File: config.mk
export PLATFORM = sky130hd
export DESIGN_NAME = btb_update_arbiter_flat
export DESIGN_NICKNAME = d
export VERILOG_FILES = /design/src/rtl/btb_update_arbiter_if.sv /design/src/rtl/btb_update_arbiter.sv /design/src/flat_wrapper.sv
export SDC_FILE = /design/constraint.sdc
export NUM_CORES = 1
export LEC_CHECK = 0
export CAP_MARGIN = 25
export CORE_MARGIN = 2
export CORE_UTILIZATION = 45
export CTS_CLUSTER_SIZE = 10
export DETAILED_ROUTE_END_ITERATION = 16
export PLACE_DENSITY = 0.66
export SYNTH_ARGS = -nofsm -noshare
export SYNTH_HDL_FRONTEND = slang
export SYNTH_SLANG_ARGS = --single-unit
File: constraint.sdc
create_clock -name clk -period 2.7 [get_ports clk]
set_input_delay 0.405 -clock clk [delete_from_list [all_inputs] [get_ports clk]]
set_output_delay 0.405 -clock clk [all_outputs]
set_load 0.05 [all_outputs]
File: src/rtl/btb_update_arbiter_if.sv
// Signal bundle between the branch unit / fetch front-end and the BTB/LHT update arbiter.
// Update handshake: an update transfers on every rising edge where upd_valid && upd_ready && !flush.
// upd_ready depends only on registered occupancy, never on upd_valid.
interface btb_update_arbiter_if #(
  parameter int IDX_BITS = 8
);
  logic                upd_valid;
  logic                upd_ready;
  logic                upd_btb_en;
  logic [IDX_BITS-1:0] upd_addr;
  logic [31:0]         upd_target;
  logic [7:0]          upd_lht;
  logic                flush;
  logic                fetch_req;
  logic [IDX_BITS-1:0] fetch_addr;
  logic                fetch_stall;
  logic                fwd_valid;
  logic [31:0]         fwd_target;
  logic [IDX_BITS-1:0] arr_addr;
  logic                btb_web;
  logic                lht_web;
  logic [31:0]         btb_din;
  logic [7:0]          lht_din;

  modport master (
    output upd_valid, upd_btb_en, upd_addr, upd_target, upd_lht, flush, fetch_req, fetch_addr,
    input  upd_ready, fetch_stall, fwd_valid, fwd_target, arr_addr, btb_web, lht_web, btb_din, lht_din
  );

  modport slave (
    input  upd_valid, upd_btb_en, upd_addr, upd_target, upd_lht, flush, fetch_req, fetch_addr,
    output upd_ready, fetch_stall, fwd_valid, fwd_target, arr_addr, btb_web, lht_web, btb_din, lht_din
  );
endinterface

File: src/rtl/btb_update_arbiter.sv
// Arbitrates the single BTB/LHT array port between fetch lookups and queued branch-unit updates,
// forwarding queued targets so fetch never reads a stale BTB entry.
module btb_update_arbiter #(
  parameter int DEPTH        = 4,
  parameter int IDX_BITS     = 8,
  parameter int STARVE_LIMIT = 8
) (
  input  logic                 clk,
  input  logic                 rst,
  btb_update_arbiter_if.slave  bus
);
  localparam int PTR_W = $clog2(DEPTH);
  localparam int CNT_W = PTR_W + 1;
  localparam int ST_W  = $clog2(STARVE_LIMIT + 1);
  localparam logic [CNT_W-1:0] FULL_CNT   = CNT_W'(DEPTH);
  localparam logic [ST_W-1:0]  STARVE_MAX = ST_W'(STARVE_LIMIT - 1);

  typedef struct packed {
    logic                btb_en;
    logic [IDX_BITS-1:0] addr;
    logic [31:0]         target;
    logic [7:0]          lht;
  } entry_t;

  entry_t            q [DEPTH];
  entry_t            head_e;
  logic [PTR_W-1:0]  head;
  logic [PTR_W-1:0]  tail;
  logic [CNT_W-1:0]  count;
  logic [ST_W-1:0]   starve_cnt;
  logic              empty;
  logic              full;
  logic              push;
  logic              drain;

  assign empty  = (count == '0);
  assign full   = (count == FULL_CNT);
  assign push   = bus.upd_valid && !full && !bus.flush;
  assign drain  = !empty && !bus.flush &&
                  (!bus.fetch_req || (starve_cnt == STARVE_MAX) || full);
  assign head_e = q[head];

  // Array port: a drain owns it, otherwise fetch does. Reset forces the idle values.
  always_comb begin
    bus.upd_ready   = !full;
    bus.fetch_stall = drain && bus.fetch_req;
    bus.arr_addr    = bus.fetch_addr;
    bus.btb_web     = 1'b1;
    bus.lht_web     = 1'b1;
    bus.btb_din     = '0;
    bus.lht_din     = '0;
    if (rst) begin
      bus.arr_addr = '0;
    end else if (drain) begin
      bus.arr_addr = head_e.addr;
      bus.btb_web  = !head_e.btb_en;
      bus.lht_web  = 1'b0;
      bus.btb_din  = head_e.target;
      bus.lht_din  = head_e.lht;
    end
  end

  // Walk oldest to youngest so the last match wins.
  always_comb begin
    logic [PTR_W-1:0] idx;
    idx            = '0;
    bus.fwd_valid  = 1'b0;
    bus.fwd_target = '0;
    if (!bus.flush) begin
      for (int i = 0; i < DEPTH; i++) begin
        idx = head + PTR_W'(i);
        if ((CNT_W'(i) < count) && q[idx].btb_en && (q[idx].addr == bus.fetch_addr)) begin
          bus.fwd_valid  = 1'b1;
          bus.fwd_target = q[idx].target;
        end
      end
    end
  end

  always_ff @(posedge clk) begin
    if (push) begin
      q[tail] <= '{btb_en: bus.upd_btb_en, addr: bus.upd_addr,
                   target: bus.upd_target, lht: bus.upd_lht};
    end
  end

  always_ff @(posedge clk or posedge rst) begin
    if (rst) begin
      head       <= '0;
      tail       <= '0;
      count      <= '0;
      starve_cnt <= '0;
    end else if (bus.flush) begin
      head       <= '0;
      tail       <= '0;
      count      <= '0;
      starve_cnt <= '0;
    end else begin
      if (push)  tail <= tail + PTR_W'(1);
      if (drain) head <= head + PTR_W'(1);
      unique case ({push, drain})
        2'b10:   count <= count + CNT_W'(1);
        2'b01:   count <= count - CNT_W'(1);
        default: count <= count;
      endcase
      if (drain || empty)
        starve_cnt <= '0;
      else if (starve_cnt != STARVE_MAX)
        starve_cnt <= starve_cnt + ST_W'(1);
    end
  end
endmodule
File: src/flat_wrapper.sv
// flat-port wrapper written by rule: the top's interface ports become plain ports
module btb_update_arbiter_flat 
#(
  parameter int DEPTH        = 4,
  parameter int IDX_BITS     = 8,
  parameter int STARVE_LIMIT = 8
)
  (clk, rst, bus_upd_valid, bus_upd_btb_en, bus_upd_addr, bus_upd_target, bus_upd_lht, bus_flush, bus_fetch_req, bus_fetch_addr, bus_upd_ready, bus_fetch_stall, bus_fwd_valid, bus_fwd_target, bus_arr_addr, bus_btb_web, bus_lht_web, bus_btb_din, bus_lht_din);
  btb_update_arbiter_if #(.IDX_BITS(IDX_BITS)) bus_i ();
  input  logic clk;
  input  logic rst;
  input wire logic [$bits(bus_i.upd_valid)-1:0] bus_upd_valid;
  input wire logic [$bits(bus_i.upd_btb_en)-1:0] bus_upd_btb_en;
  input wire logic [$bits(bus_i.upd_addr)-1:0] bus_upd_addr;
  input wire logic [$bits(bus_i.upd_target)-1:0] bus_upd_target;
  input wire logic [$bits(bus_i.upd_lht)-1:0] bus_upd_lht;
  input wire logic [$bits(bus_i.flush)-1:0] bus_flush;
  input wire logic [$bits(bus_i.fetch_req)-1:0] bus_fetch_req;
  input wire logic [$bits(bus_i.fetch_addr)-1:0] bus_fetch_addr;
  output wire logic [$bits(bus_i.upd_ready)-1:0] bus_upd_ready;
  output wire logic [$bits(bus_i.fetch_stall)-1:0] bus_fetch_stall;
  output wire logic [$bits(bus_i.fwd_valid)-1:0] bus_fwd_valid;
  output wire logic [$bits(bus_i.fwd_target)-1:0] bus_fwd_target;
  output wire logic [$bits(bus_i.arr_addr)-1:0] bus_arr_addr;
  output wire logic [$bits(bus_i.btb_web)-1:0] bus_btb_web;
  output wire logic [$bits(bus_i.lht_web)-1:0] bus_lht_web;
  output wire logic [$bits(bus_i.btb_din)-1:0] bus_btb_din;
  output wire logic [$bits(bus_i.lht_din)-1:0] bus_lht_din;
  assign bus_i.upd_valid = bus_upd_valid;
  assign bus_i.upd_btb_en = bus_upd_btb_en;
  assign bus_i.upd_addr = bus_upd_addr;
  assign bus_i.upd_target = bus_upd_target;
  assign bus_i.upd_lht = bus_upd_lht;
  assign bus_i.flush = bus_flush;
  assign bus_i.fetch_req = bus_fetch_req;
  assign bus_i.fetch_addr = bus_fetch_addr;
  assign bus_upd_ready = bus_i.upd_ready;
  assign bus_fetch_stall = bus_i.fetch_stall;
  assign bus_fwd_valid = bus_i.fwd_valid;
  assign bus_fwd_target = bus_i.fwd_target;
  assign bus_arr_addr = bus_i.arr_addr;
  assign bus_btb_web = bus_i.btb_web;
  assign bus_lht_web = bus_i.lht_web;
  assign bus_btb_din = bus_i.btb_din;
  assign bus_lht_din = bus_i.lht_din;
  btb_update_arbiter #(.DEPTH(DEPTH), .IDX_BITS(IDX_BITS), .STARVE_LIMIT(STARVE_LIMIT)) u_core (.clk(clk), .rst(rst), .bus(bus_i));
endmodule
# Word level (Yosys, flattened, before mapping)
# Memory sizes are Yosys's and may differ from the RTL's.
# Index checks and enable logic that the tools add are counted.
[totals]
regBits = 11
latchBits = 0
ramBits = 196
mem_bits_ro = 0
inputBits = 62
out_inout_bits = 85
wordCells = 82
memories = 1
[mem_list]
columns = ["memory", "depth", "word_bits", "rd", "rd_ports_with_merged_regs", "wr", "line_no", "text"]
rows = [
  ["u_core.q", 4, 49, 4, 0, 1, "btb_update_arbiter.sv:25", "entry_t q [DEPTH];"],
]
[op_classes]
n_addsub = 7
n_mul = 0
div = 0
n_lt_le_gt_ge = 4
eq_ne = 9
shift = 0
muxes = 31
n_bitwise = 0
n_reduce_logical = 26
[op_table]
columns = ["operator", "count"]
rows = [
  ["$mux 32", 7],
  ["$eq 8x8->1", 4],
  ["$mux 8", 4],
  ["$logic_and 1x1->1", 13],
  ["$mux 4", 3],
  ["$mux 1", 11],
  ["$mux 2", 4],
  ["$lt 1x3->1 const A", 2],
  ["$lt 2x3->1 const A", 2],
  ["$pmux 3 s2", 1],
  ["$reduce_bool 3->1", 2],
  ["$logic_not 1->1", 5],
  ["$add 2x1->2 const B", 2],
  ["$add 2x2->2 const B", 2],
  ["$add 4x1->4 const B", 1],
  ["$eq 4x3->1 const B", 1],
  ["$ne 4x3->1 const B", 1],
  ["$reduce_bool 2->1", 2],
  ["$add 3x1->3 const B", 1],
  ["$eq 3x3->1 const B", 1],
  ["$logic_not 3->1", 1],
  ["$logic_or 1x1->1", 3],
  ["$mux 3", 1],
  ["$sub 3x1->3 const B", 1],
  ["2 further kinds", 2],
]

# Longest topological paths before layout
# Gate-level depths: netlist (run 1).
[depth]
word_depth = 8
depth_mapped = 13
ltp_nobuf = 8

# Worst setup path before layout (run 1)
# No wires, ideal clock.
[synth_timing]
path_type = "register to output"
startpoint = "register u_core.head[1]"
endpoint = "output bus_fwd_target[31]"
arrival_ps = 3442
t_required_ps = 2295
slack_ps = -1147
stages_incl_launch_ff = 11
n_path_buf = 4
path_cell_list = "dfrtp_1 > buf_6 > buf_8 > buf_6 > buf_6 > mux2i_2 > o21ai_0 > a2111oi_2 > o2111ai_1 > or3_1 > a221oi_1"
[synth_via]
elab_chain_cells = 8
elab_cells_between_ends = 21
cone_classes = "add/sub: 3; eq/ne: 4; mux: 5; reduce/logical: 8; memory: 1"
[synth_lines]
columns = ["element", "line_no", "text"]
rows = [
  ["start, declared", "btb_update_arbiter.sv:27", "logic [PTR_W-1:0] head;"],
  ["start signal, assigned", "btb_update_arbiter.sv:100", "if (drain) head <= head + PTR_W'(1);"],
  ["$add 2x1->2 or $mem_v2 4x49 (tied branches)", "n/a", ""],
  ["$mem_v2 4x49 (*)", "n/a", ""],
  ["$eq 8x8->1 or $logic_and 1x1->1 (tied branches)", "btb_update_arbiter.sv:72", "if ((CNT_W'(i) < count) && q[idx].btb_en && (q[idx].addr == bus.fetch_addr)) begin"],
  ["$logic_and 1x1->1 or $mux 32 (tied branches)", "btb_update_arbiter.sv:72", ""],
  ["$mux 32 (2 in a row)", "btb_update_arbiter.sv:72", ""],
  ["$mux 32 (*)", "btb_update_arbiter.sv:72", ""],
  ["$mux 32 (*)", "btb_update_arbiter.sv:69", "if (!bus.flush) begin"],
  ["end, declared", "flat_wrapper.sv:23", "output wire logic [$bits(bus_i.fwd_target)-1:0] bus_fwd_target;"],
]
# Mark *: on every way between the ends. The rest lies on a longest branch, timed or not.

# Worst setup path in the final report (run 1)
# Same ends and word-level chain as after synthesis.

==> summary.txt, run 1 <==
Synthesis
  • Synth Register Bits: 207
  • Synth Area in Compound Gates: between 10% and 20%
  • Synth unique cells: 53
  • Synth Instances: between 1,000 and 1,500
  • FFs w/ async S/R, synth: between 5 and 6%
  • Cell area after synthesis: 12,600 um2
  • Synth Area in XOR/XNOR: between 3 and 4%
  • Main combinational cell family by area after synthesis: compound AO/OA/AOI/OAI gates
  • Synth Flop Type: edfxtp_1
  • Share of the yosys chip area belonging to registers: around half
  • Synth Area in Simple Gates: 9.81%
  • Synth Area in Adders: less than 1%
  • Number of flops mapped to enable cells by yosys: about 200
  • Synthesis warning total: 0
  • Synthesized area per cell: 11.2 um2
  • Mux share of post-synthesis cell area: 14.5%
  • Syn Nets: around 1,200

Worst setup path
  • WS Path Type: flop to output pin
  • Max incr delay on CP: around 0.53 ns
  • Critical Path RT: between 2 and 2.5 ns
  • Setup crit end kind: output pin
  • Critical R2R Launch: u_core.count[0]
  • R2R cell count: 8
  • Family with the most delay on the worst path: buffers and inverters
  • Reg2Reg Capture Point: u_core.q[2][26]
  • Reg-to-reg setup timing slack: 0.45 ns
  • Crit start category: flop
  • CP cell instances: buf_12 -> buf_12 -> mux4_2 -> xnor2_1 -> o21a_1 -> o21ai_4 -> buf_12 -> o22ai_4 -> buf_12 -> or3_1 -> a221oi_4 -> buf_6
  • Worst path bufs/invs: 5
  • Critical Path Stages: 12
  • Arr. time, crit path: around 3.5 ns
  • CP max-delay cell: dfrtp_4
  • Crit-path most repeated cell: buf_12
  • CP max FO: 15

GRT
  • First-pass GRT wire length: 64,000 um
  • Initial antenna violation count: 1
  • Overflow after GRT: 0
  • Vias in the first global route: roughly 11,000
  • Largest net degree at the start of global routing: 94
  • Gr usage total: 28.8%

STA
  • Final max-slew violation count: 0
  • Tcrit/Tclk final: 144%
  • Fmax: 256 MHz
  • Final hold viol count: 0
  • Min Clock Period, post-route: 3.90 ns
  • Skew final: around 0.012 ns
  • Relative slew slack: between 60% and 70%
  • Final worst slack: -1.20 ns
  • Hold_ws: between 0.2 and 0.25 ns
  • Final Setup Violations: 72
  • Setup TNS: -46.75 ns
  • Worst slew pin tran: between 0.5 and 0.6 ns
  • RSZ-0062 raised after global routing: yes

Power
  • Leakage: roughly 6.5 nW
  • Maximum VDD drop: about 0.00060 V
  • Pwr/cell area: approximately 830 nW/um2
  • Total power: approximately 16 mW

Finish
  • Ant diodes: 0
  • Commonest cells after routing, fill and taps aside: edfxtp_1, buf_4, buf_6
  • Commonest non-fill, non-tap cell in the layout: edfxtp_1
  • Layout area overhead: 51.9%
  • Share of layout cells above drive strength 1: a little over two fifths
  • Total Nets Final: around 1,500

Floorplanning
  • Area of the core: around 28,000 um2
  • IO Pins: around 150
  • Initial core utilization: 45.4%
  • DIE HEIGHT: between 150 and 200 um
  • Die width: about 170 um
  • Die area: a little under 30,000 um2
  • Number of core rows: 61

Clock tree
  • Maximum buffer depth of the clock tree: 3
  • Clock Latency Late Sink: around 0.52 ns
  • Hold_buf cts: 0
  • CTS buffer count: 25
  • Clk slew on worst S/H paths: approximately 0.050 ns
  • Clk root buf: clkbuf_16
  • CTS tree: done
  • Htree depth: 1
  • Clock Sinks: just over 200

Outcome
  • Outcome: complete, but fails checks
  • Failing checks: negative setup slack

Route
  • Final wirelength: about 44,000 um
  • Pre-antenna DRT Iters: 6
  • Via-to-Cell Ratio: 6.20
  • Vias: around 11,000
  • Iter 0 DRT Violations: around 1,400
  • DR DRC count: 0
  • Remaining antenna violation count after routing: 0
  • Per-cell routed wire length: roughly 25 um

Job
  • MaxCap Viol Count: 0

Place
  • Post-DP HPWL: ~24,000 um
  • Port bufs: around 150
  • RD Place Congestion: 0.862

Min path
  • Worst Hold Class: input pin to async pin
-- metrics by stage --
stage	cell area [um2]	instances	utilization, %	setup WS, ns
4_1_cts	18300	1764	66.1	-1.18
3_3_place_gp	15900	1697	57.6	-0.989
2_1_floorplan	13000	1123	-	-0.599
3_5_place_dp	15900	1697	57.6	-1.09
6_report	19100	1784	69.0	-1.20
5_1_grt	19100	1784	69.0	-1.31
-- metal layers --
| layer | vias up | part of all wire, % | global-route usage (%) |
|---|---|---|---|
| met3 | 101 | 9.7 | 5.04 |
| met2 | 642 | 47 | 48.1 |
| met4 | 2 | 2.7 | 8.62 |
| li1 | 4885 | - | - |
| met5 | - | 0.032 | 0 |
| met1 | 5427 | 40 | 38.4 |
-- worst register-to-register path, delay by kind of cell (launching register included) --
kind / cells / cell delay (ns)
DFF: 1 / 0.35
and+or+nand+nor: 3 / 0.88
buffers and inverters: 4 / 0.51
adders and majority gates: 1 / 0.18
-- final cells by class --
| type | instances | area [um2] |
|---|---|---|
| fill | 1954 | 8560 |
| multi-input combinational | 768 | 7360 |
| sequential | 207 | 6170 |
| timing repair buffer | 352 | 4230 |
| clock buffer | 35 | 663 |
| tap | 378 | 473 |
| inverter | 40 | 153 |
| clock inverter | 4 | 16.3 |
-- power by group --
group          internal [mW]  switching (mW)
combinational           4.03            4.93
clock                   1.68            1.24
sequential              3.73           0.142
total                   9.44            6.31
-- worst max path at each step --
stage,startpoint,to,slack [ns]
finish,u_core.head[1],bus_fwd_target[31],-1.20
global route,u_core.head[1],bus_fwd_target[9],-1.31
CTS,u_core.head[1],bus_fwd_target[31],-1.18
detailed placement,bus_fetch_addr[1],bus_fwd_target[6],-1.09
global placement,bus_fetch_addr[1],bus_fwd_target[4],-0.99
floorplan,u_core.head[1],bus_fwd_target[17],-0.60
-- state kept, by name (all words and copies together) (netlist names) --
register / flops
u_core.tail: 2
u_core.count: 3
u_core.head: 2
u_core.starve_cnt: 4
u_core.q: 196
-- kinds of logic (layout without fill, tap and decap cells) --
group / Yosys count / count (layout)
simple gates: 265 / 265
fa+ha+maj: 9 / 9
xor+xnor: 45 / 45
flops: 207 / 207
buf+inv: 148 / 431
mux: 161 / 161
compound gates: 288 / 288
-- Yosys cell counts, types with 18 or more instances --
cell type | n | area share [%]
inv_1 | 39 | 1.2
clkbuf_1 | 61 | 1.8
xnor2_1 | 37 | 2.6
a21oi_1 | 55 | 2.2
nor2_1 | 100 | 3.0
nor2b_1 | 24 | 1.2
or3_1 | 23 | 1.1
a221oi_2 | 18 | 2.2
a221oi_1 | 26 | 1.8
a2111oi_0 | 33 | 2.3
mux2_2 | 42 | 3.8
nor3_1 | 19 | 0.76
nand2_1 | 59 | 1.8
a211oi_1 | 76 | 4.5
mux2i_1 | 104 | 8.3
buf_2 | 31 | 1.2
edfxtp_1 | 196 | 47
o21ai_0 | 39 | 1.6
-- repair_timing --
| action | 4_1_cts | 5_1_grt |
|---|---|---|
| hold endpoints to repair | 0 | 0 |
| buffers inserted | 12 | 8 |
| gates resized for setup | 300 | 107 |
| pin swaps | 18 | 11 |
| setup endpoints to repair | 84 | 82 |
| gates cloned | 16 | 11 |
Power figures use the tool's default switching activity.
==> run 2: changes to the inputs <==
--- a/config.mk
+++ b/config.mk
@@ -6,11 +6,13 @@
 export NUM_CORES = 1
 export LEC_CHECK = 0
 export CAP_MARGIN = 25
+export CELL_PAD_IN_SITES_DETAIL_PLACEMENT = 1
+export CELL_PAD_IN_SITES_GLOBAL_PLACEMENT = 2
 export CORE_MARGIN = 2
-export CORE_UTILIZATION = 45
+export CORE_UTILIZATION = 34
 export CTS_CLUSTER_SIZE = 10
 export DETAILED_ROUTE_END_ITERATION = 16
-export PLACE_DENSITY = 0.66
+export PLACE_DENSITY = 0.74
 export SYNTH_ARGS = -nofsm -noshare
 export SYNTH_HDL_FRONTEND = slang
 export SYNTH_SLANG_ARGS = --single-unit
==> summary.txt, run 2 (synthesis gave the netlist of run 1 again) <==
Finish
  • Seq. cell area: 6170 um2 (unchanged)
  • Share of layout cells above drive strength 1: 50.2% (was 43.5%)
  • Non-filler cells, final: 1,962 (was 1,784)
  • Commonest non-fill, non-tap cell in the layout: edfxtp_1 (unchanged)
  • Fill count: 3,491 (was 1,954)
  • Register with the most flip-flops: u_core.q (unchanged)
  • Largest register FFs: 196 (unchanged)
  • Layout area overhead: 70.0% (was 51.9%)
  • Largest regs: u_core.q x196, u_core.starve_cnt x4, u_core.count x3 (unchanged)
  • Multi-input gate area: 8220 um2 (was 7360 um2)
  • Core Util, Final: 58.4% (was 69.0%)
  • Total Nets Final: 1,543 (was 1,465)
  • Final Cell Area: 21,300 um2 (was 19,100 um2)
  • Commonest cells after routing, fill and taps aside: edfxtp_1, buf_4, buf_12 (was edfxtp_1, buf_4, buf_6)

Floorplanning
  • IO Pins: 147 (unchanged)
  • Die width: 196 um (was 171 um)
  • Die area: 38,500 um2 (was 29,300 um2)
  • DIE HEIGHT: 196 um (was 171 um)
  • Initial core utilization: 34.4% (was 45.4%)
  • Area of the core: 36,500 um2 (was 27,600 um2)
  • Number of core rows: 70 (was 61)

Outcome
  • Failing checks: negative setup slack (unchanged)
  • Outcome: complete, but fails checks (unchanged)

STA
  • Worst slew pin tran: 1.05 ns (was 0.593 ns)
  • Min Clock Period, post-route: 4.09 ns (was 3.90 ns)
  • RSZ-0062 raised after global routing: yes (unchanged)
  • Final Setup Violations: 83 (was 72)
  • Relative slew slack: 30.0% (was 60.5%)
  • Fmax: 244 MHz (was 256 MHz)
  • Final max-slew violation count: 0 (unchanged)
  • Hold_ws: 0.477 ns (was 0.233 ns)
  • Final hold viol count: 0 (unchanged)
  • Tcrit/Tclk final: 152% (was 144%)
  • Skew final: 0.0253 ns (was 0.0116 ns)
  • Final worst slack: -1.39 ns (was -1.20 ns)

Worst setup path
  • Critical R2R Launch: u_core.count[0] (unchanged)
  • CP max FO: 9 (was 15)
  • WS Path Type: flop to output pin (unchanged)
  • Family with the most delay on the worst path: buffers and inverters (unchanged)
  • Arr. time, crit path: 3.69 ns (was 3.50 ns)
  • Crit start category: flop (unchanged)
  • CP max-delay cell: dfrtp_4 (unchanged)
  • Worst path bufs/invs: 7 (was 5)
  • Reg-to-reg setup timing slack: 0.44 ns (was 0.45 ns)
  • Max incr delay on CP: 0.53 ns (about the same)
  • Crit-path most repeated cell: buf_12 (unchanged)
  • Setup crit end kind: output pin (unchanged)
  • CP cell instances: buf_12 -> buf_12 -> mux2i_2 -> a211o_1 -> nor4_2 -> buf_4 -> buf_4 -> o22a_4 -> nand2b_4 -> buf_12 -> buf_12 -> a221o_1 -> o21a_2 -> buf_8 (was buf_12 -> buf_12 -> mux4_2 -> xnor2_1 -> o21a_1 -> o21ai_4 -> buf_12 -> o22ai_4 -> buf_12 -> or3_1 -> a221oi_4 -> buf_6)
  • R2R cell count: 13 (was 8)
  • Critical Path RT: 2.30 ns (about the same)
  • Reg2Reg Capture Point: u_core.count[2] (was u_core.q[2][26])

Route
  • Vias: 11,155 (was 11,057)
  • Remaining antenna violation count after routing: 0 (unchanged)
  • Pre-antenna DRT Iters: 5 (was 6)
  • Iter 0 DRT Violations: 595 (was 1,359)
  • DR DRC count: 0 (unchanged)
  • Per-cell routed wire length: 25.6 um (was 24.8 um)
  • Via-to-Cell Ratio: 5.69 (was 6.20)
  • Final wirelength: 50,200 um (was 44,300 um)

GRT
  • Overflow after GRT: 0 (unchanged)
  • Gr usage total: 22.6% (was 28.8%)
  • Largest net degree at the start of global routing: 130 (was 94)
  • Vias in the first global route: 11,592 (was 11,107)
  • First-pass GRT wire length: 67,500 um (was 64,000 um)
  • Initial antenna violation count: 2 (was 1)

Min path
  • Hold path cells: 3
  • Worst Hold Launch: bus_flush
  • Worst Hold Class: input pin to flop (was input pin to async pin)
  • Min-Delay Endpoint: u_core.q[2][44]

Place
  • DP Cell Count: 1,834 (was 1,697)
  • RD Place Congestion: 0.811 (was 0.862)
  • Post-DP HPWL: 27,200 um (was 23,600 um)
  • Post-DP Area: 16,900 um2 (was 15,900 um2)
  • Port bufs: 146 (unchanged)

Clock tree
  • CTS buffer count: 26 (was 25)
  • Hold_buf cts: 0 (unchanged)
  • CTS tree: done (unchanged)
  • Clock Latency Late Sink: 0.54 ns (was 0.52 ns)
  • Clk root buf: clkbuf_16 (unchanged)
  • Clk slew on worst S/H paths: 0.05 ns (about the same)
  • Clock Sinks: 207 (unchanged)
  • Htree depth: 1 (unchanged)
  • Maximum buffer depth of the clock tree: 3 (unchanged)

Power
  • Pwr/cell area: 817 nW/um2 (was 826 nW/um2)
  • Maximum VDD drop: 0.000482 V (was 0.000603 V)
  • Total power: 17.4 mW (was 15.8 mW)
  • Leakage: 7.23 nW (was 6.45 nW)

Job
  • MaxCap Viol Count: 0 (unchanged)
[run 2: cell count changes in the layout (fill, tap and decap cells not counted), moves of 12 or more]
| cell | delta |
|---|---|
| a2111oi_2 | -23 |
| a2111oi_4 | +16 |
| buf_12 | +46 |
| buf_4 | +35 |
| buf_6 | -12 |
| mux2i_1 | -13 |
| mux2i_4 | +16 |
| nand2_1 | -25 |
| nand2_2 | +15 |
| nor2_2 | -14 |
| nor2_4 | +24 |
[run 2: power by group]
group | switching [mW] | total, mW | internal [mW]
combinational | 5.50 | 10.3 | 4.76
sequential | 0.153 | 3.89 | 3.73
clock | 1.31 | 3.30 | 1.99
[run 2: metal layers]
metal | GRT usage [%] | part of all wire [%] | up-vias
met4 | 7.13 | 3.9 | 0
met3 | 2.68 | 3.7 | 117
li1 | - | - | 5045
met1 | 28.3 | 41 | 5671
met5 | 0 | 0 | -
met2 | 40.6 | 52 | 322
[run 2: worst reg2reg max path, stage by stage, from the launching register on]
cell and delay, ns:
dfrtp_1 0.39, buf_6 0.15, inv_4 0.04, buf_6 0.11, ha_4 0.18, buf_6 0.12, o211a_4 0.31, clkbuf_16 0.19
buf_4 0.14, buf_4 0.14, nand3_1 0.08, nand2_1 0.08, xnor2_1 0.13, nor2_1 0.05
[run 2: area by class of cell]
cell class | instances | area share [%]
clock inverter | 4 | 0.211
inverter | 40 | 0.785
sequential | 207 | 28.9
tap | 468 | 2.74
antenna | 2 | 0.0234
multi-input combinational | 768 | 38.5
clock buffer | 44 | 3.56
timing repair buffer | 429 | 25.3
[run 2: timing repair]
| action | 4_1_cts | 5_1_grt |
|---|---|---|
| pin swaps | 24 | 63 |
| setup endpoints to repair | 84 | 84 |
| setup buffers | 28 | 36 |
| resized for setup | 258 | 314 |
| gates cloned | 9 | 18 |
[run 2: worst max path at each step]
stage | from | endpoint | depth (start not counted) | slack (ns)
after global routing | u_core.head[1] | bus_fwd_target[1] | 11 | -1.54
after global placement | bus_fetch_addr[1] | bus_fwd_target[0] | 11 | -1.07
after detailed placement | bus_fetch_addr[1] | bus_fwd_target[27] | 11 | -1.07
after CTS | u_core.head[1] | bus_fwd_target[15] | 12 | -1.31
after floorplan | u_core.head[1] | bus_fwd_target[17] | 11 | -0.60
final | u_core.head[1] | bus_fwd_target[29] | 14 | -1.39
[run 2: through the flow]
stage / setup TNS [ns] / setup slack, ns
after floorplan: -15.76 / -0.599
after global placement: -39.22 / -1.07
after detailed placement: -41.31 / -1.07
after CTS: -57.32 / -1.31
after global routing: -60.91 / -1.54
final: -54.19 / -1.39
